[src/rtl/csr_timer_compare_if.sv]
// CSR access bus for the timer compare block.
// Write port, read port and the read-hit flag.
interface csr_timer_compare_if;
    logic        csrWriteEnable;
    logic [11:0] csrWriteAddress;
    logic [31:0] csrWriteData;
    logic        csrReadEnable;
    logic [11:0] csrReadAddress;
    logic [31:0] csrReadData;
    logic        csrRequestOutput;

    modport master (
        output csrWriteEnable,
        output csrWriteAddress,
        output csrWriteData,
        output csrReadEnable,
        output csrReadAddress,
        input  csrReadData,
        input  csrRequestOutput
    );

    modport slave (
        input  csrWriteEnable,
        input  csrWriteAddress,
        input  csrWriteData,
        input  csrReadEnable,
        input  csrReadAddress,
        output csrReadData,
        output csrRequestOutput
    );
endinterface

[src/rtl/csr_timer_compare.sv]
// 64-bit timer compare with staged lower-half write,
// atomic upper-half commit and a level interrupt.
module csr_timer_compare #(
    parameter logic [11:0] ADDRESS_LOWER   = 12'h000,
    parameter logic [11:0] ADDRESS_UPPER   = 12'h000,
    parameter logic [11:0] ADDRESS_CONTROL = 12'h000
) (
    input  logic                       clk,
    input  logic                       rst,
    csr_timer_compare_if.slave         csr,
    input  logic [63:0]                timerValue,
    output logic                       timerInterrupt
);

    logic [63:0] r_compare;
    logic [31:0] r_stagedLower;
    logic        r_enable;
    logic        r_pending;
    logic        r_oneShot;
    logic        r_irq;

    logic        w_match;
    logic        w_fire;
    logic        w_wrLower;
    logic        w_wrUpper;
    logic        w_wrCtrl;
    logic        w_rdLower;
    logic        w_rdUpper;
    logic        w_rdCtrl;
    logic [31:0] w_readData;

    assign w_match = (timerValue >= r_compare);
    assign w_fire  = r_enable && w_match;

    assign w_wrLower = csr.csrWriteEnable
                    && (csr.csrWriteAddress == ADDRESS_LOWER);
    assign w_wrUpper = csr.csrWriteEnable
                    && (csr.csrWriteAddress == ADDRESS_UPPER);
    assign w_wrCtrl  = csr.csrWriteEnable
                    && (csr.csrWriteAddress == ADDRESS_CONTROL);

    assign w_rdLower = csr.csrReadEnable
                    && (csr.csrReadAddress == ADDRESS_LOWER);
    assign w_rdUpper = csr.csrReadEnable
                    && (csr.csrReadAddress == ADDRESS_UPPER);
    assign w_rdCtrl  = csr.csrReadEnable
                    && (csr.csrReadAddress == ADDRESS_CONTROL);

    // Read mux; aliased addresses resolve lower, then upper, then control.
    always_comb begin
        w_readData = 32'h0;
        if (w_rdLower) begin
            w_readData = r_compare[31:0];
        end else if (w_rdUpper) begin
            w_readData = r_compare[63:32];
        end else if (w_rdCtrl) begin
            w_readData = {29'h0, r_oneShot, r_pending, r_enable};
        end
    end

    assign csr.csrReadData      = w_readData;
    assign csr.csrRequestOutput = w_rdLower || w_rdUpper || w_rdCtrl;

    // Compare halves: lower is staged, upper write commits all 64 bits at once.
    always_ff @(posedge clk or posedge rst) begin
        if (rst) begin
            r_compare     <= 64'hFFFF_FFFF_FFFF_FFFF;
            r_stagedLower <= 32'hFFFF_FFFF;
        end else begin
            if (w_wrLower) begin
                r_stagedLower <= csr.csrWriteData;
            end
            if (w_wrUpper) begin
                r_compare <= {csr.csrWriteData, r_stagedLower};
            end
        end
    end

    // Control bits: software write beats one-shot auto-disable,
    // a hit beats a simultaneous W1C of pending.
    always_ff @(posedge clk or posedge rst) begin
        if (rst) begin
            r_enable  <= 1'b0;
            r_oneShot <= 1'b0;
            r_pending <= 1'b0;
        end else begin
            if (w_wrCtrl) begin
                r_enable  <= csr.csrWriteData[0];
                r_oneShot <= csr.csrWriteData[2];
            end else if (w_fire && r_oneShot) begin
                r_enable  <= 1'b0;
            end
            if (w_fire) begin
                r_pending <= 1'b1;
            end else if (w_wrCtrl && csr.csrWriteData[1]) begin
                r_pending <= 1'b0;
            end
        end
    end

    // Interrupt is the registered enable-and-match level.
    always_ff @(posedge clk or posedge rst) begin
        if (rst) begin
            r_irq <= 1'b0;
        end else begin
            r_irq <= w_fire;
        end
    end

    assign timerInterrupt = r_irq;

endmodule

[src/flat_wrapper.sv]
// flat-port wrapper written by rule: the top's interface ports become plain ports
module csr_timer_compare_flat 
#(
    parameter logic [11:0] ADDRESS_LOWER   = 12'h000,
    parameter logic [11:0] ADDRESS_UPPER   = 12'h000,
    parameter logic [11:0] ADDRESS_CONTROL = 12'h000
)
  (clk, rst, timerValue, timerInterrupt, csr_csrWriteEnable, csr_csrWriteAddress, csr_csrWriteData, csr_csrReadEnable, csr_csrReadAddress, csr_csrReadData, csr_csrRequestOutput);
  csr_timer_compare_if csr_i ();
  input  logic clk;
  input  logic rst;
  input  logic [63:0] timerValue;
  output logic timerInterrupt;
  input wire logic [$bits(csr_i.csrWriteEnable)-1:0] csr_csrWriteEnable;
  input wire logic [$bits(csr_i.csrWriteAddress)-1:0] csr_csrWriteAddress;
  input wire logic [$bits(csr_i.csrWriteData)-1:0] csr_csrWriteData;
  input wire logic [$bits(csr_i.csrReadEnable)-1:0] csr_csrReadEnable;
  input wire logic [$bits(csr_i.csrReadAddress)-1:0] csr_csrReadAddress;
  output wire logic [$bits(csr_i.csrReadData)-1:0] csr_csrReadData;
  output wire logic [$bits(csr_i.csrRequestOutput)-1:0] csr_csrRequestOutput;
  assign csr_i.csrWriteEnable = csr_csrWriteEnable;
  assign csr_i.csrWriteAddress = csr_csrWriteAddress;
  assign csr_i.csrWriteData = csr_csrWriteData;
  assign csr_i.csrReadEnable = csr_csrReadEnable;
  assign csr_i.csrReadAddress = csr_csrReadAddress;
  assign csr_csrReadData = csr_i.csrReadData;
  assign csr_csrRequestOutput = csr_i.csrRequestOutput;
  csr_timer_compare #(.ADDRESS_LOWER(ADDRESS_LOWER), .ADDRESS_UPPER(ADDRESS_UPPER), .ADDRESS_CONTROL(ADDRESS_CONTROL)) u_core (.clk(clk), .rst(rst), .csr(csr_i), .timerValue(timerValue), .timerInterrupt(timerInterrupt));
endmodule
[config.mk]
export PLATFORM = sky130hd
export DESIGN_NAME = csr_timer_compare_flat
export DESIGN_NICKNAME = d
export VERILOG_FILES = /design/src/rtl/csr_timer_compare_if.sv /design/src/rtl/csr_timer_compare.sv /design/src/flat_wrapper.sv
export SDC_FILE = /design/constraint.sdc
export NUM_CORES = 1
export LEC_CHECK = 0
export ABC_AREA = 0
export CAP_MARGIN = 20
export CORE_MARGIN = 3
export CORE_UTILIZATION = 49
export DETAILED_ROUTE_END_ITERATION = 8
export GPL_ROUTABILITY_DRIVEN = 0
export PLACE_DENSITY = 0.86
export SYNTH_ARGS = -nofsm -noshare
export SYNTH_HDL_FRONTEND = slang
export SYNTH_SLANG_ARGS = --single-unit
[constraint.sdc]
create_clock -name clk -period 4.42 [get_ports clk]
set_clock_uncertainty 0.1 [all_clocks]
set_input_delay 1.105 -clock clk [delete_from_list [all_inputs] [get_ports clk]]
set_output_delay 1.105 -clock clk [all_outputs]
set_load 0.05 [all_outputs]
==> flow_summary.ini, run 1 <==
[run_status]
status = finished, final reports clean

[logic_synthesis]
netlist_top_cells_area = dfstp_2 39%, ha_1 19%, o21ai_0 9.1%
synthFlopType = dfstp_2
netlist_top_cells_count = 86 x nand2_1, 78 x o21ai_0, 68 x inv_1, 64 x dfstp_2, 64 x ha_1
synth_top_area_frac = 0.393
async_flop_share = 1.00
syn_inst = 493
syn_avg_cell_area_um2 = 8.68
synth-edff-count = 0
synth_cell_types = 33
seq_area_frac_synth = 0.411
syn_nets = 681
netlist_area_um2 = 4280
yosysMostFrequentCell = nand2_1
synth_top_area_cell = dfstp_2
synth_seq_cells = 67
ys_warn_count = 0

[critical_path]
crit_chain = clkdlybuf4s50_1 -> or4_1 -> nor4_4 -> buf_4 -> and2_1 -> buf_12
cp_slowest_cell = or4_1
worst_setup_path_start_kind = primary input
cp-end-kind = output port
critPathArrivalTime_ns = 2.99
crit_path_max_incr_delay_ns = 0.58
required_ns = 3.21
cp_max_fo = 15
path_class = in -> out
r2r_setup_slack_ns = 1.82
reg2regPathDepth = 8

[cts]
ctsResizeCount = 0
htree_levels = 3
cts-root-buf = clkbuf_8
clock_latency_ns = 0.35
clk_path_buf_depth = 2
numCtsBuffers = 9
cts_hold_buf = 0
cts_sinks = 67
cts_tree = done
post-cts-setup-buffers = 0
clk_pin_slew_ns = 0.08

[finish]
fin_nets = 838
fin_cells = 760
syn_to_final_growth_pct = 52.2
drive_gt1_frac = 0.188
diodes = 0

[floorplan]
pin_count = 158
core_area_um2 = 8340
die_area_um2 = 9890
fp.dieH_um = 99.5
rows = 33
start_util = 0.513
die_w_um = 99.5

[pwr]
p_leak_nw = 2.83
power_density_nw_per_um2 = 213
ir_drop_mv = 0.169

[timing]
tightestPinTransition_ns = 0.712
maxSlewHeadroom = 0.525
slew_viol_final = 0
period_share = 0.949
setup_viol = 0
tns_ns = 0
max_freq_mhz = 238
hold_viol_final = 0
rsz0062_at_grt = false
finalCriticalPeriod_ns = 4.19

[place]
placedCellCount = 744
portBuffers = 157
place_hpwl_mm = 9.79

[grt]
grt_util_all_layers = 0.252
grt_overflow = 0
grt_pass1_wl_mm = 19.7
first_global_vias = 4276
grt_start_max_net_pins = 68
grt_antenna_before_repair = 0

[detailed_routing]
viasPerCell = 5.29
dr_total_vias = 4023
detail_route.iter0.violations = 146
drcViolationCount = 0
finalWirelength_mm = 12.2
first_pass_iters = 4
routedWlPerCell_um = 16.0
postRouteAntennaNets = 0

[worst_hold_path]
worstHoldPathCells = 2
hold_path.class = reg -> reg

[job]
drv_cap = 0
## registers in the layout (all words and copies together) (netlist names)
name and count:
u_core.r_enable 1, u_core.timerInterrupt 1, u_core.r_compare 64, u_core.r_oneShot 1
## power breakdown
part / switching (mW) / internal, mW / leakage, nW
Sequential: 0.00273 / 0.624 / 0.703
Clock: 0.249 / 0.319 / 0.103
Combinational: 0.0693 / 0.125 / 2.03
## per-layer routing
metal	up-vias	GRT usage	routed length, um
li1	1973	-	-
met5	-	0	0
met1	1896	0.292	4920
met3	31	0.0505	614
met2	123	0.455	6330
met4	0	0.0998	329
## worst paths after layout
path                                            start              endpoint
worst max-delay path            csr_csrReadAddress[5]   csr_csrReadData[22]
worst min-delay path              u_core.r_compare[6]   u_core.r_compare[6]
worst max register to register   u_core.r_compare[13]       u_core.r_enable
worst min register to register    u_core.r_compare[6]   u_core.r_compare[6]
max in group asynchronous                         rst  u_core.r_compare[49]
min in group asynchronous                         rst      u_core.r_oneShot
## through the flow
stage / total power [mW] / area [um^2] / util / hold slack [ns] / setup slack [ns]
6_report: 1.39 / 6510 / 0.781 / 0.393 / 0.225
5_1_grt: 1.44 / 6510 / 0.781 / 0.424 / 0.149
4_1_cts: 1.39 / 6510 / 0.781 / 0.395 / 0.206
3_5_place_dp: 0.830 / 6300 / 0.755 / 0.370 / 0.211
3_3_place_gp: 0.821 / 6300 / 0.755 / 0.362 / 0.299
2_1_floorplan: 0.695 / 4280 / - / 0.341 / 0.383
## critical path: cells and delay by family
kind	cells	cell delay (ns)
buf+inv	3	0.83
simple gates	3	1.05
## cells by family (layout without fill, tap and decap cells)
group,count (synthesis),in the layout,synth area share
adder cells (fa/ha/maj),64,64,0.187
AO/OA/AOI/OAI,121,121,0.149
AND/OR/NAND/NOR,156,156,0.178
buffers and inverters,85,247,0.0749
flip-flops,67,67,0.411
## area by class of cell
cell class	instances	area (um^2)
clock buffers	10	128
clock inverters	6	88.8
fillers	533	1830
inverters	69	259
multi-input cells	341	2210
flip-flops and latches	67	1760
well taps	105	131
repair buffers	162	1940
## placed cells by master (no fill, tap or decap), drive strengths merged, types with 2 or more instances in the layout
master / count
clkdlybuf4s50: 124
nand2: 86
o21ai: 78
inv: 70
ha: 64
dfstp: 64
buf: 38
and2: 32
a21oi: 31
nand4: 13
clkbuf: 10
nor2: 7
nor3: 6
dfrtp: 3
nor4: 3
nor4b: 2
or4: 2
a211oi: 2
nand3: 2
a22oi: 2
o211ai: 2
clkinvlp: 2
bufinv: 2
(Power assumes the default switching activity.)
==> inputs of run 2 (changes only) <==
--- a/config.mk
+++ b/config.mk
@@ -6,7 +6,6 @@
 export NUM_CORES = 1
 export LEC_CHECK = 0
 export ABC_AREA = 0
-export CAP_MARGIN = 20
 export CORE_MARGIN = 3
 export CORE_UTILIZATION = 49
 export DETAILED_ROUTE_END_ITERATION = 8
==> constraint.sdc (replaced) <==
create_clock -name clk -period 4.42 [get_ports clk]
set_clock_uncertainty 0.1 [all_clocks]
set_input_delay 1.326 -clock clk [delete_from_list [all_inputs] [get_ports clk]]
set_output_delay 1.326 -clock clk [all_outputs]
set_load 0.05 [all_outputs]
==> flow_summary.ini, run 2 (synthesized netlist as in run 1, its figures left out) <==
[run_status]
status = finished, final reports clean

[timing]
finalCriticalPeriod_ns = 4.35
maxSlewHeadroom = 0.468
tightestPinTransition_ns = 0.791
slew_viol_final = 0
rsz0062_at_grt = false
max_freq_mhz = 230
hold_viol_final = 0
setup_viol = 0
whs_ns = 0.383
period_share = 0.984

[critical_path]
cpMostUsedCell = buf_6
path_buf_inv = 4
path_class = in -> out
crit_chain = clkdlybuf4s15_1 -> or4_4 -> nor4_4 -> buf_6 -> buf_6 -> and2_4 -> buf_12
critPathArrivalTime_ns = 2.92
critPathTopFamily = simple AND/OR/NAND/NOR gates
crit_path_max_incr_delay_ns = 0.52
required_ns = 2.99
cp-end-kind = output port
worstSetupPathDepth = 7
worst_setup_path_start_kind = primary input
cp_max_fo = 7
reg2regPathDepth = 8
cp_slowest_cell = or4_4

[worst_hold_path]
worstHoldPathCells = 2
hold_path.class = reg -> reg

[cts]
clock_latency_ns = 0.34
cts_hold_buf = 0
cts_tree = done
numCtsBuffers = 9
clk_pin_slew_ns = 0.07
cts-root-buf = clkbuf_8
clk_path_buf_depth = 2
cts_sinks = 67
htree_levels = 3

[pwr]
ir_drop_mv = 0.175
finalPower_mw = 1.37
p_leak_nw = 2.97
power_density_nw_per_um2 = 203

[grt]
grt_pass1_wl_mm = 20.8
first_global_vias = 4344
grt_start_max_net_pins = 68
grt_overflow = 0
grt_util_all_layers = 0.268
grt_antenna_before_repair = 0

[detailed_routing]
first_pass_iters = 6
postRouteAntennaNets = 0
dr_total_vias = 4109
drcViolationCount = 0
viasPerCell = 5.36
finalWirelength_mm = 13.0
detail_route.iter0.violations = 111
routedWlPerCell_um = 16.9

[finish]
largest_reg_flops = 64
drive_gt1_frac = 0.249
largest_register = u_core.r_compare
syn_to_final_growth_pct = 57.2
most-common-layout-cells = 116 x clkdlybuf4s50_1, 86 x nand2_1, 78 x o21ai_0
final_common_cell = clkdlybuf4s50_1
diodes = 0
fin_nets = 845

[floorplan]
pin_count = 158
die_area_um2 = 9890
fp.dieH_um = 99.5
start_util = 0.513
rows = 33
core_area_um2 = 8340
die_w_um = 99.5

[place]
portBuffers = 157
place_hpwl_mm = 10.0

[job]
drv_cap = 0
-- run 2: cell count changes in the layout (fill, tap and decap cells not counted), moves of 2 or more --
cell,change
buf_8,+3
buf_6,+2
clkdlybuf4s50_1,-8
dlygate4sd2_1,+3
and2_4,+31
dlymetal6s2s_1,+3
and2_1,-32
-- run 2: path summary, 6_finish.rpt --
path / slack, ns / end / start
setup / recovery: 0.07 / csr_csrReadData[27] / csr_csrReadAddress[6]
setup reg to reg: 1.70 / u_core.r_enable / u_core.r_compare[15]
hold reg to reg: 0.38 / u_core.r_oneShot / u_core.r_oneShot
hold / removal: 0.38 / u_core.r_oneShot / u_core.r_oneShot
min in group asynchronous: 1.61 / u_core.r_compare[46] / rst
max in group asynchronous: 2.20 / u_core.r_compare[25] / rst
-- run 2: final cells by class --
cell class                      instances  area (um^2)
Clock buffer                           11          131
Clock inverter                          5         77.6
Fill cell                             516         1610
Inverter                               69          259
Multi-Input combinational cell        341         2310
Sequential cell                        67         1760
Tap cell                              105          131
Timing Repair Buffer                  169         2060
-- run 2: per-layer routing --
metal	share of wire	wire [um]	track usage	vias up
li1	-	-	-	1993
met1	0.37	4830	0.292	1931
met2	0.53	6940	0.508	155
met3	0.063	819	0.0470	30
met4	0.030	388	0.114	0
met5	0	0	0	-
-- run 2: where the power goes --
group	total [mW]	internal, mW	switching, mW
Clock	0.544	0.316	0.227
Sequential	0.627	0.624	0.00300
Combinational	0.195	0.125	0.0704
Total	1.37	1.07	0.301
-- run 2: worst min-delay path: stages (launching register included) --
cell	delay, ns
dfrtp_1	0.34
nand2_1	0.05
nand2_1	0.06
-- run 2: what timing repair did --
| item | 4_1_cts | 5_1_grt |
|---|---|---|
| hold endpoints to repair | 0 | 0 |
| gates cloned | 3 | 1 |
| pin swaps | 7 | 5 |
| buffers inserted | 2 | 0 |
| setup endpoints to repair | 32 | 33 |
| resized for setup | 43 | 14 |
-- run 2: through the flow --
| step | setup TNS [ns] | cells | cell area [um^2] | worst slack, ns | utilization |
|---|---|---|---|---|---|
| 6_report | 0 | 767 | 6730 | 0.0725 | 0.807 |
| 5_1_grt | 0 | 767 | 6730 | 0.00894 | 0.807 |
| 4_1_cts | 0 | 766 | 6680 | 0.0121 | 0.800 |
| 3_5_place_dp | -4.43 | 745 | 6320 | -0.162 | 0.757 |
| 3_3_place_gp | -3.66 | 745 | 6320 | -0.137 | 0.757 |
| 2_1_floorplan | 0 | 493 | 4290 | 0.0613 | - |
==> inputs of run 3 (changes only) <==
--- a/config.mk
+++ b/config.mk
@@ -6,11 +6,13 @@
 export NUM_CORES = 1
 export LEC_CHECK = 0
 export ABC_AREA = 0
+export CAP_MARGIN = 20
 export CORE_MARGIN = 3
 export CORE_UTILIZATION = 49
 export DETAILED_ROUTE_END_ITERATION = 8
 export GPL_ROUTABILITY_DRIVEN = 0
 export PLACE_DENSITY = 0.86
+export SLEW_MARGIN = 25
 export SYNTH_ARGS = -nofsm -noshare
 export SYNTH_HDL_FRONTEND = slang
 export SYNTH_SLANG_ARGS = --single-unit
==> results of run 3 <==
Final layout, timing and power as in run 2 (identical DEF).
